$ cat src/rtl/orbit_update_sequencer.sv
// One orbital-physics step per frame: gravity via a shared divider,
// semi-implicit Euler update, atomic commit of the ship pixel position.
module orbit_update_sequencer #(
    parameter int CX     = 320,
    parameter int CY     = 240,
    parameter int GM     = 100,
    parameter int FRAC   = 8,
    parameter int X0     = 300,
    parameter int Y0     = 240,
    parameter int VX0    = 0,
    parameter int VY0    = 1280,
    parameter int R_MIN2 = 16,
    parameter int H_RES  = 640,
    parameter int V_RES  = 480
) (
    input  logic        pixel_clk,
    input  logic        reset_n,
    input  logic        frame_tick,
    input  logic        pause,
    output logic        div_req,
    output logic [31:0] div_num,
    output logic [31:0] div_den,
    input  logic        div_ack,
    input  logic [31:0] div_quot,
    output logic [9:0]  ship_x,
    output logic [9:0]  ship_y,
    output logic        busy,
    output logic        overrun,
    output logic [15:0] step_count
);

    typedef enum logic [2:0] {
        S_IDLE, S_R2, S_DIV_AX, S_DIV_AY, S_UPD_V, S_UPD_P, S_COMMIT
    } state_t;

    localparam logic signed [23:0] PX_RST = 24'(X0 * (1 << FRAC));
    localparam logic signed [23:0] PY_RST = 24'(Y0 * (1 << FRAC));
    localparam logic signed [23:0] VX_RST = 24'(VX0);
    localparam logic signed [23:0] VY_RST = 24'(VY0);
    localparam logic signed [10:0] CX_S   = 11'(CX);
    localparam logic signed [10:0] CY_S   = 11'(CY);
    localparam logic signed [23:0] XMAX   = 24'(H_RES - 1);
    localparam logic signed [23:0] YMAX   = 24'(V_RES - 1);

    state_t state_q, state_d;

    logic signed [23:0] px_q, px_d, py_q, py_d;
    logic signed [23:0] vx_q, vx_d, vy_q, vy_d;
    logic signed [10:0] dx_q, dx_d, dy_q, dy_d;
    logic [31:0]        r2_q, r2_d;
    logic [14:0]        ax_q, ax_d, ay_q, ay_d;
    logic [9:0]         ship_x_q, ship_x_d, ship_y_q, ship_y_d;
    logic [15:0]        step_q, step_d;
    logic               overrun_q, overrun_d;

    logic signed [10:0] dx_w, dy_w;
    logic signed [31:0] dx32, dy32;
    logic [31:0]        r2_sum;
    logic [10:0]        adx_w, ady_w;
    logic [14:0]        q_sat;
    logic signed [23:0] ax_s, ay_s, ipx, ipy;

    always_ff @(posedge pixel_clk) begin
        if (!reset_n) state_q <= S_IDLE;
        else          state_q <= state_d;
    end

    always_comb begin
        state_d = state_q;
        unique case (state_q)
            S_IDLE:   if (frame_tick && !pause) state_d = S_R2;
            S_R2:     state_d = S_DIV_AX;
            S_DIV_AX: if (div_ack) state_d = S_DIV_AY;
            S_DIV_AY: if (div_ack) state_d = S_UPD_V;
            S_UPD_V:  state_d = S_UPD_P;
            S_UPD_P:  state_d = S_COMMIT;
            S_COMMIT: state_d = S_IDLE;
            default:  state_d = S_IDLE;
        endcase
    end

    always_comb begin
        busy    = (state_q != S_IDLE);
        div_req = (state_q == S_DIV_AX) || (state_q == S_DIV_AY);
        div_num = '0;
        div_den = '0;
        if (state_q == S_DIV_AX) begin
            div_num = (32'(GM) * 32'(adx_w)) << FRAC;
            div_den = r2_q;
        end else if (state_q == S_DIV_AY) begin
            div_num = (32'(GM) * 32'(ady_w)) << FRAC;
            div_den = r2_q;
        end
    end

    // Integer pixel part is taken as an unsigned 10-bit field before centring.
    always_comb begin
        dx_w   = $signed({1'b0, px_q[FRAC+9:FRAC]}) - CX_S;
        dy_w   = $signed({1'b0, py_q[FRAC+9:FRAC]}) - CY_S;
        dx32   = 32'(dx_w);
        dy32   = 32'(dy_w);
        r2_sum = unsigned'(dx32 * dx32 + dy32 * dy32);
        adx_w  = dx_q[10] ? 11'(-dx_q) : dx_q;
        ady_w  = dy_q[10] ? 11'(-dy_q) : dy_q;
        q_sat  = (div_quot > 32'd32767) ? 15'h7fff : div_quot[14:0];
        ax_s   = $signed({9'b0, ax_q});
        ay_s   = $signed({9'b0, ay_q});
        ipx    = px_q >>> FRAC;
        ipy    = py_q >>> FRAC;
    end

    always_comb begin
        px_d      = px_q;
        py_d      = py_q;
        vx_d      = vx_q;
        vy_d      = vy_q;
        dx_d      = dx_q;
        dy_d      = dy_q;
        r2_d      = r2_q;
        ax_d      = ax_q;
        ay_d      = ay_q;
        ship_x_d  = ship_x_q;
        ship_y_d  = ship_y_q;
        step_d    = step_q;
        overrun_d = overrun_q | (frame_tick && busy);
        unique case (state_q)
            S_R2: begin
                dx_d = dx_w;
                dy_d = dy_w;
                r2_d = (r2_sum < 32'(R_MIN2)) ? 32'(R_MIN2) : r2_sum;
            end
            S_DIV_AX: if (div_ack) ax_d = q_sat;
            S_DIV_AY: if (div_ack) ay_d = q_sat;
            S_UPD_V: begin
                if (dx_q > 0)      vx_d = vx_q - ax_s;
                else if (dx_q < 0) vx_d = vx_q + ax_s;
                if (dy_q > 0)      vy_d = vy_q - ay_s;
                else if (dy_q < 0) vy_d = vy_q + ay_s;
            end
            S_UPD_P: begin
                px_d = px_q + vx_q;
                py_d = py_q + vy_q;
            end
            S_COMMIT: begin
                if (ipx < 0)         ship_x_d = '0;
                else if (ipx > XMAX) ship_x_d = 10'(H_RES - 1);
                else                 ship_x_d = ipx[9:0];
                if (ipy < 0)         ship_y_d = '0;
                else if (ipy > YMAX) ship_y_d = 10'(V_RES - 1);
                else                 ship_y_d = ipy[9:0];
                step_d = step_q + 16'd1;
            end
            default: ;
        endcase
    end

    always_ff @(posedge pixel_clk) begin
        if (!reset_n) begin
            px_q      <= PX_RST;
            py_q      <= PY_RST;
            vx_q      <= VX_RST;
            vy_q      <= VY_RST;
            dx_q      <= '0;
            dy_q      <= '0;
            r2_q      <= '0;
            ax_q      <= '0;
            ay_q      <= '0;
            ship_x_q  <= 10'(X0);
            ship_y_q  <= 10'(Y0);
            step_q    <= '0;
            overrun_q <= 1'b0;
        end else begin
            px_q      <= px_d;
            py_q      <= py_d;
            vx_q      <= vx_d;
            vy_q      <= vy_d;
            dx_q      <= dx_d;
            dy_q      <= dy_d;
            r2_q      <= r2_d;
            ax_q      <= ax_d;
            ay_q      <= ay_d;
            ship_x_q  <= ship_x_d;
            ship_y_q  <= ship_y_d;
            step_q    <= step_d;
            overrun_q <= overrun_d;
        end
    end

    assign ship_x     = ship_x_q;
    assign ship_y     = ship_y_q;
    assign step_count = step_q;
    assign overrun    = overrun_q;

endmodule

$ cat config.mk
export PLATFORM = sky130hd
export DESIGN_NAME = orbit_update_sequencer
export DESIGN_NICKNAME = d
export VERILOG_FILES = /design/src/rtl/orbit_update_sequencer.sv
export SDC_FILE = /design/constraint.sdc
export NUM_CORES = 1
export LEC_CHECK = 0
export CORE_ASPECT_RATIO = 0.6
export CORE_MARGIN = 2
export CORE_UTILIZATION = 48
export DETAILED_ROUTE_END_ITERATION = 10
export GPL_TIMING_DRIVEN = 0
export PLACE_DENSITY = 0.76
export SETUP_SLACK_MARGIN = 0.4
export SLEW_MARGIN = 20
export SYNTH_ARGS = -nofsm -noshare
export SYNTH_HDL_FRONTEND = slang
export SYNTH_SLANG_ARGS = --single-unit
export TNS_END_PERCENT = 1
$ cat constraint.sdc
create_clock -name pixel_clk -period 19 [get_ports pixel_clk]
set_input_delay 1.9 -clock pixel_clk [delete_from_list [all_inputs] [get_ports pixel_clk]]
set_output_delay 1.9 -clock pixel_clk [all_outputs]
set_load 0.03 [all_outputs]
# ---- Word-level counts from Yosys, hierarchy flattened
# Cells that the tools add are included.
dict set report totals {
  reg_bits 220
  elab_cells 83
}
dict set report op_classes {
  addsub 12
  n_mul 4
  n_lt_le_gt_ge 10
  n_eq_ne 9
  muxes 20
  n_bitwise 1
  reduce_logical 13
}
# op n
set ops {}
lappend ops {{$mux 24} 4}
lappend ops {{$mux 32} 3}
lappend ops {{$mux 26} 2}
lappend ops {{$add 24x16->24} 2}
lappend ops {{$add 24x24->24} 2}
lappend ops {{$sub 24x16->24} 2}
lappend ops {{$mul 11x11->22} 2}
lappend ops {{$mux 10} 4}
lappend ops {{$gt 32x15->1 const B} 1}
lappend ops {{$lt 16x1->1 const B} 2}
lappend ops {{$lt 32x5->1 const B} 1}
lappend ops {{$mul 5x11->16 const A} 2}
lappend ops {{$add 22x22->23} 1}
lappend ops {{$gt 11x1->1 const B} 2}
lappend ops {{$lt 11x1->1 const B} 2}
lappend ops {{$mux 11} 2}
lappend ops {{$neg 11->11} 2}
lappend ops {{$pmux 3 s6} 1}
lappend ops {{$add 16x1->16 const B} 1}
lappend ops {{$gt 16x10->1 const B} 1}
lappend ops {{$gt 16x11->1 const B} 1}
lappend ops {{$mux 15} 1}
lappend ops {{$sub 10x8->11 const B} 1}
lappend ops {{$sub 10x9->11 const B} 1}
lappend ops {{other kinds (14)} 26}

# ---- Logic depth before layout (Yosys ltp)
dict set report logic_depth {
  ltp_word 5
  ltp_mapped 29
  depth_no_buf 28
}

# ---- Worst setup path before layout
# No wires, ideal clock.
dict set report synth_path {
  kind {reg2reg}
  start {register py_q[13]}
  end {register r2_q[4]}
  arrival_ns 7.817
  t_required_ns 18.880
  setup_slack_ns 11.063
  path_stages_with_launch 27
  n_path_buf 2
  path_cell_list {dfxtp_1 > ha_1 > and3_1 > or3_1 > inv_1 > clkbuf_1 > nand2_1 > inv_1 > fa_1 > fa_1 > fa_1 > fa_1 > fa_1 > fa_1 > inv_1 > fa_1 > inv_1 > ha_1 > clkbuf_1 > a21o_1 > a21o_1 > a221oi_4 > o211ai_2 > a2111o_1 > o311ai_2 > nor4_4 > o31a_1}
}
dict set report synth_between {
  elab_chain_len 5
}
# item line
set synth_rtl {}
lappend synth_rtl {{start, declared} 47} ;# logic signed [23:0] px_q, px_d, py_q, py_d;
lappend synth_rtl {{start signal, assigned} 174} ;# py_q <= py_d;
lappend synth_rtl {{$sub 10x8->11} 99} ;# dy_w = $signed({1'b0, py_q[FRAC+9:FRAC]}) - CY_S;
lappend synth_rtl {{via dy_w[10]} 56} ;# logic signed [10:0] dx_w, dy_w;
lappend synth_rtl {{$mul 11x11->22} 102} ;# r2_sum = unsigned'(dx32 * dx32 + dy32 * dy32);
lappend synth_rtl {{$add 22x22->23} 102}
lappend synth_rtl {{$lt 32x5->1} 130} ;# r2_d = (r2_sum < 32'(R_MIN2)) ? 32'(R_MIN2) : r2_sum;
lappend synth_rtl {{$mux 32} 130}
lappend synth_rtl {{end signal, assigned} 179} ;# r2_q <= r2_d;
lappend synth_rtl {{end, declared} 50} ;# logic [31:0] r2_q, r2_d;
# The timed path passes the listed nets, and every way through them passes these cells.
# A chain may end at the register's enable or synchronous reset.

# ---- Final worst setup path
dict set report layout_path {
  start {register px_q[14]}
  end {register r2_q[2]}
}
dict set report layout_between {
  elab_chain_len 5
}
# item line
set layout_rtl {}
lappend layout_rtl {{start, declared} 47}
lappend layout_rtl {{start signal, assigned} 173} ;# px_q <= px_d;
lappend layout_rtl {{$sub 10x9->11} 98} ;# dx_w = $signed({1'b0, px_q[FRAC+9:FRAC]}) - CX_S;
lappend layout_rtl {{via dx_w[6]} 56}
lappend layout_rtl {{$mul 11x11->22} 102}
lappend layout_rtl {{$add 22x22->23} 102}
lappend layout_rtl {{$lt 32x5->1} 130}
lappend layout_rtl {{$mux 32} 130}
# The timed path passes the listed nets, and every way through them passes these cells.

==> results_dict.tcl <==
set metrics [dict create \
    drv_slew 0 \
    synthCells 2933 \
    drt_iter0_markers 2268 \
    multiInputGateArea_um2 18100 \
    dp_hpwl_um 59400 \
    layout_commonest_cell "inv_1" \
    outcome "completed" \
    antenna_found_initial 4 \
    track_usage_pct 27.3 \
    grt_pass1_wl_um 112000 \
    min_to "r2_q[6]" \
    vias 21100 \
    cts-buffers-inserted 22 \
    h-tree-depth 1 \
    relSlewSlack_pct 22.3 \
    reg2reg_to "r2_q[2]" \
    cp-start-kind "flop" \
    fin_ws_ps 9290 \
    start_util_pct 49.0 \
    synthToLayoutAreaGrowth_pct 11.6 \
    cp_common_cell "fa_1" \
    fp.dieH_um 179 \
    post_cts_buffers 0 \
    numPortBuffers 123 \
    core_um2 49800 \
    io_pins 140 \
    netlist_area_um2 24400 \
    synth_edf_count 0 \
    grt_overflow 0 \
    critPathSlowestCell "clkbuf_1" \
    required_ps 19410 \
    finalWeightedCongestion 0.956 \
    wirelength_um 71800 \
    synth_cell_types 86 \
    async_reset_ff_share_pct 0 \
    path_class "reg2reg" \
    fill_cells 4604 \
    end_kind "flop" \
    rows 63 \
    drv_cap 0 \
    holdCritStartpoint "r2_q[6]" \
    drive_gt1_share_pct 3.41 \
    ys.flop_type "dfxtp_1" \
    avgSynthCellArea_um2 8.32 \
    hold_violations 0 \
    fin_nets 3659 \
    yosysWarnings 0 \
    path_max_fanout 10 \
    reg2reg_setup_slack_ps 9290 \
    die_x_um 295 \
    cts_sinks 211 \
    die_area_um2 52700 \
    crit_buf_inv 6 \
    cts_buffer_depth 3 \
    critPathTopFamily "adder cells" \
    dp.cells 3753 \
    final_cell_mix "inv_1, nand2_1, ha_1, fa_1, a21oi_1" \
    totalPowerFinal_mw 1.23 \
    drc 0 \
    powerDensity_nw_per_um2 45.2 \
    finalSetupViolCount 0 \
    slowest_delay_ps 680 \
    final_antenna_net_count 0 \
    worstSkewPairLatency_ps 540 \
    antennaDiodeCount 0 \
    synth-seq-cells 211 \
    p_leak_nw 12.8 \
    cts_root_buf "clkbuf_16" \
    cts_resized 0 \
    reg2reg_depth 26 \
    final-seq-area_um2 4220 \
    cts_tree "built" \
    arrival_ps 10110 \
    fin_crit_ps 9710 \
    r2r-start "px_q[14]" \
    period_share_pct 51.1 \
    drt-pass1-iter-count 8 \
    hp-class "reg2reg" \
    worst_pin_slew_ps 1160 \
    instances_no_fill 3790 \
    post_drt_wl_per_cell_um 18.9 \
    clk_pin_slew_ps 60 \
    rsz0062_at_grt "false" \
    grt_max_degree 15 \
    yosysSeqAreaShare_pct 17.3 \
    viasPerCell 5.57 \
    post-place-ws_ps 9500 \
    tns_ps 0 \
    max_freq_mhz 103 \
    ir_drop_v 0.0000557 \
    skew_ps 26.3 \
    grt_pass1_vias 19500 \
    hold_ws_ps 450 \
    min_path_cells 2 \
    cts_hold_buf 0 \
]
[synth_stat cells (all sizes together), types with 16 or more instances]
cell type | number | area (µm²)
a211oi | 70 | 526
a21o | 37 | 279
a21oi | 233 | 1180
and2 | 49 | 307
and3 | 26 | 163
buf | 32 | 219
clkbuf | 109 | 409
dfxtp | 211 | 4220
fa | 256 | 5120
ha | 271 | 3390
inv | 396 | 1490
mux2i | 16 | 160
nand2 | 322 | 1210
nand2b | 27 | 169
nand3 | 60 | 300
nor2 | 227 | 855
nor2b | 20 | 133
nor3 | 47 | 246
o21a | 28 | 218
o21ai | 94 | 470
o31ai | 26 | 200
or3 | 26 | 163
xnor2 | 116 | 1020
xor2 | 49 | 429
[tightest hold or removal path: stages (launching register included)]
cell and delay, ps:
dfxtp_1 300, nand2_1 50, a21oi_1 50
[report_power, final]
| part | total [mW] | switching (mW) | internal [mW] |
|---|---|---|---|
| registers | 0.461 | 0.00945 | 0.451 |
| logic | 0.352 | 0.213 | 0.139 |
| clock network | 0.420 | 0.191 | 0.229 |
[final cells by class]
| type | count | area share (%) |
|---|---|---|
| Sequential cell | 211 | 15.5 |
| Timing Repair Buffer | 123 | 4.52 |
| Inverter | 401 | 5.52 |
| Clock buffer | 28 | 2.25 |
| Buffer | 141 | 2.30 |
| Tap cell | 682 | 3.13 |
| Multi-Input combinational cell | 2195 | 66.5 |
| Clock inverter | 9 | 0.230 |
[flip-flops by register name, indices dropped and copies added, names as in the netlist, 10 cells and up]
| register | count |
|---|---|
| dy_q | 11 |
| ay_q | 15 |
| py_q | 24 |
| step_count | 16 |
| vx_q | 24 |
| ax_q | 15 |
| dx_q | 11 |
| ship_y | 10 |
| vy_q | 24 |
| px_q | 24 |
| r2_q | 23 |
| ship_x | 10 |
[how the worst max path moves through the flow]
stage	startpoint	end	cells past startpoint
4_1_cts	px_q[14]	r2_q[1]	26
5_1_grt	px_q[14]	r2_q[1]	26
2_1_floorplan	py_q[13]	r2_q[4]	26
6_report	px_q[14]	r2_q[2]	26
3_5_place_dp	px_q[14]	r2_q[1]	26
3_3_place_gp	px_q[14]	r2_q[1]	26
[stage by stage]
step                cell area [µm²]  utilization, %
detailed placement            26600            53.3
floorplan                     24500               -
finish                        27300            54.7
CTS                           27200            54.7
global placement              26600            53.3
global route                  27300            54.7
[routing by layer]
metal  track usage [%]  vias up  part of all wire [%]
met5                 0        -                 0.013
met2              36.9     1056                    38
met4              3.55        2                   1.1
met1              42.2     9930                    47
li1                  -    10100                     -
met3              9.26       67                    14
[kinds of logic (layout without fill, tap and decap cells)]
| kind of cell | count (synthesis) | after routing | share of synthesized area (%) |
|---|---|---|---|
| AOI/OAI and AO/OA | 590 | 590 | 15.5 |
| xor gates and xnor gates | 166 | 166 | 6.01 |
| adders and majority gates | 527 | 527 | 34.9 |
| buffers and inverters | 542 | 702 | 8.74 |
| DFF | 211 | 211 | 17.3 |
| muxes | 17 | 17 | 0.702 |
| other | 1 | 16 | 0.0154 |
| and+or+nand+nor | 879 | 879 | 16.8 |
(Power assumes the default switching activity.)
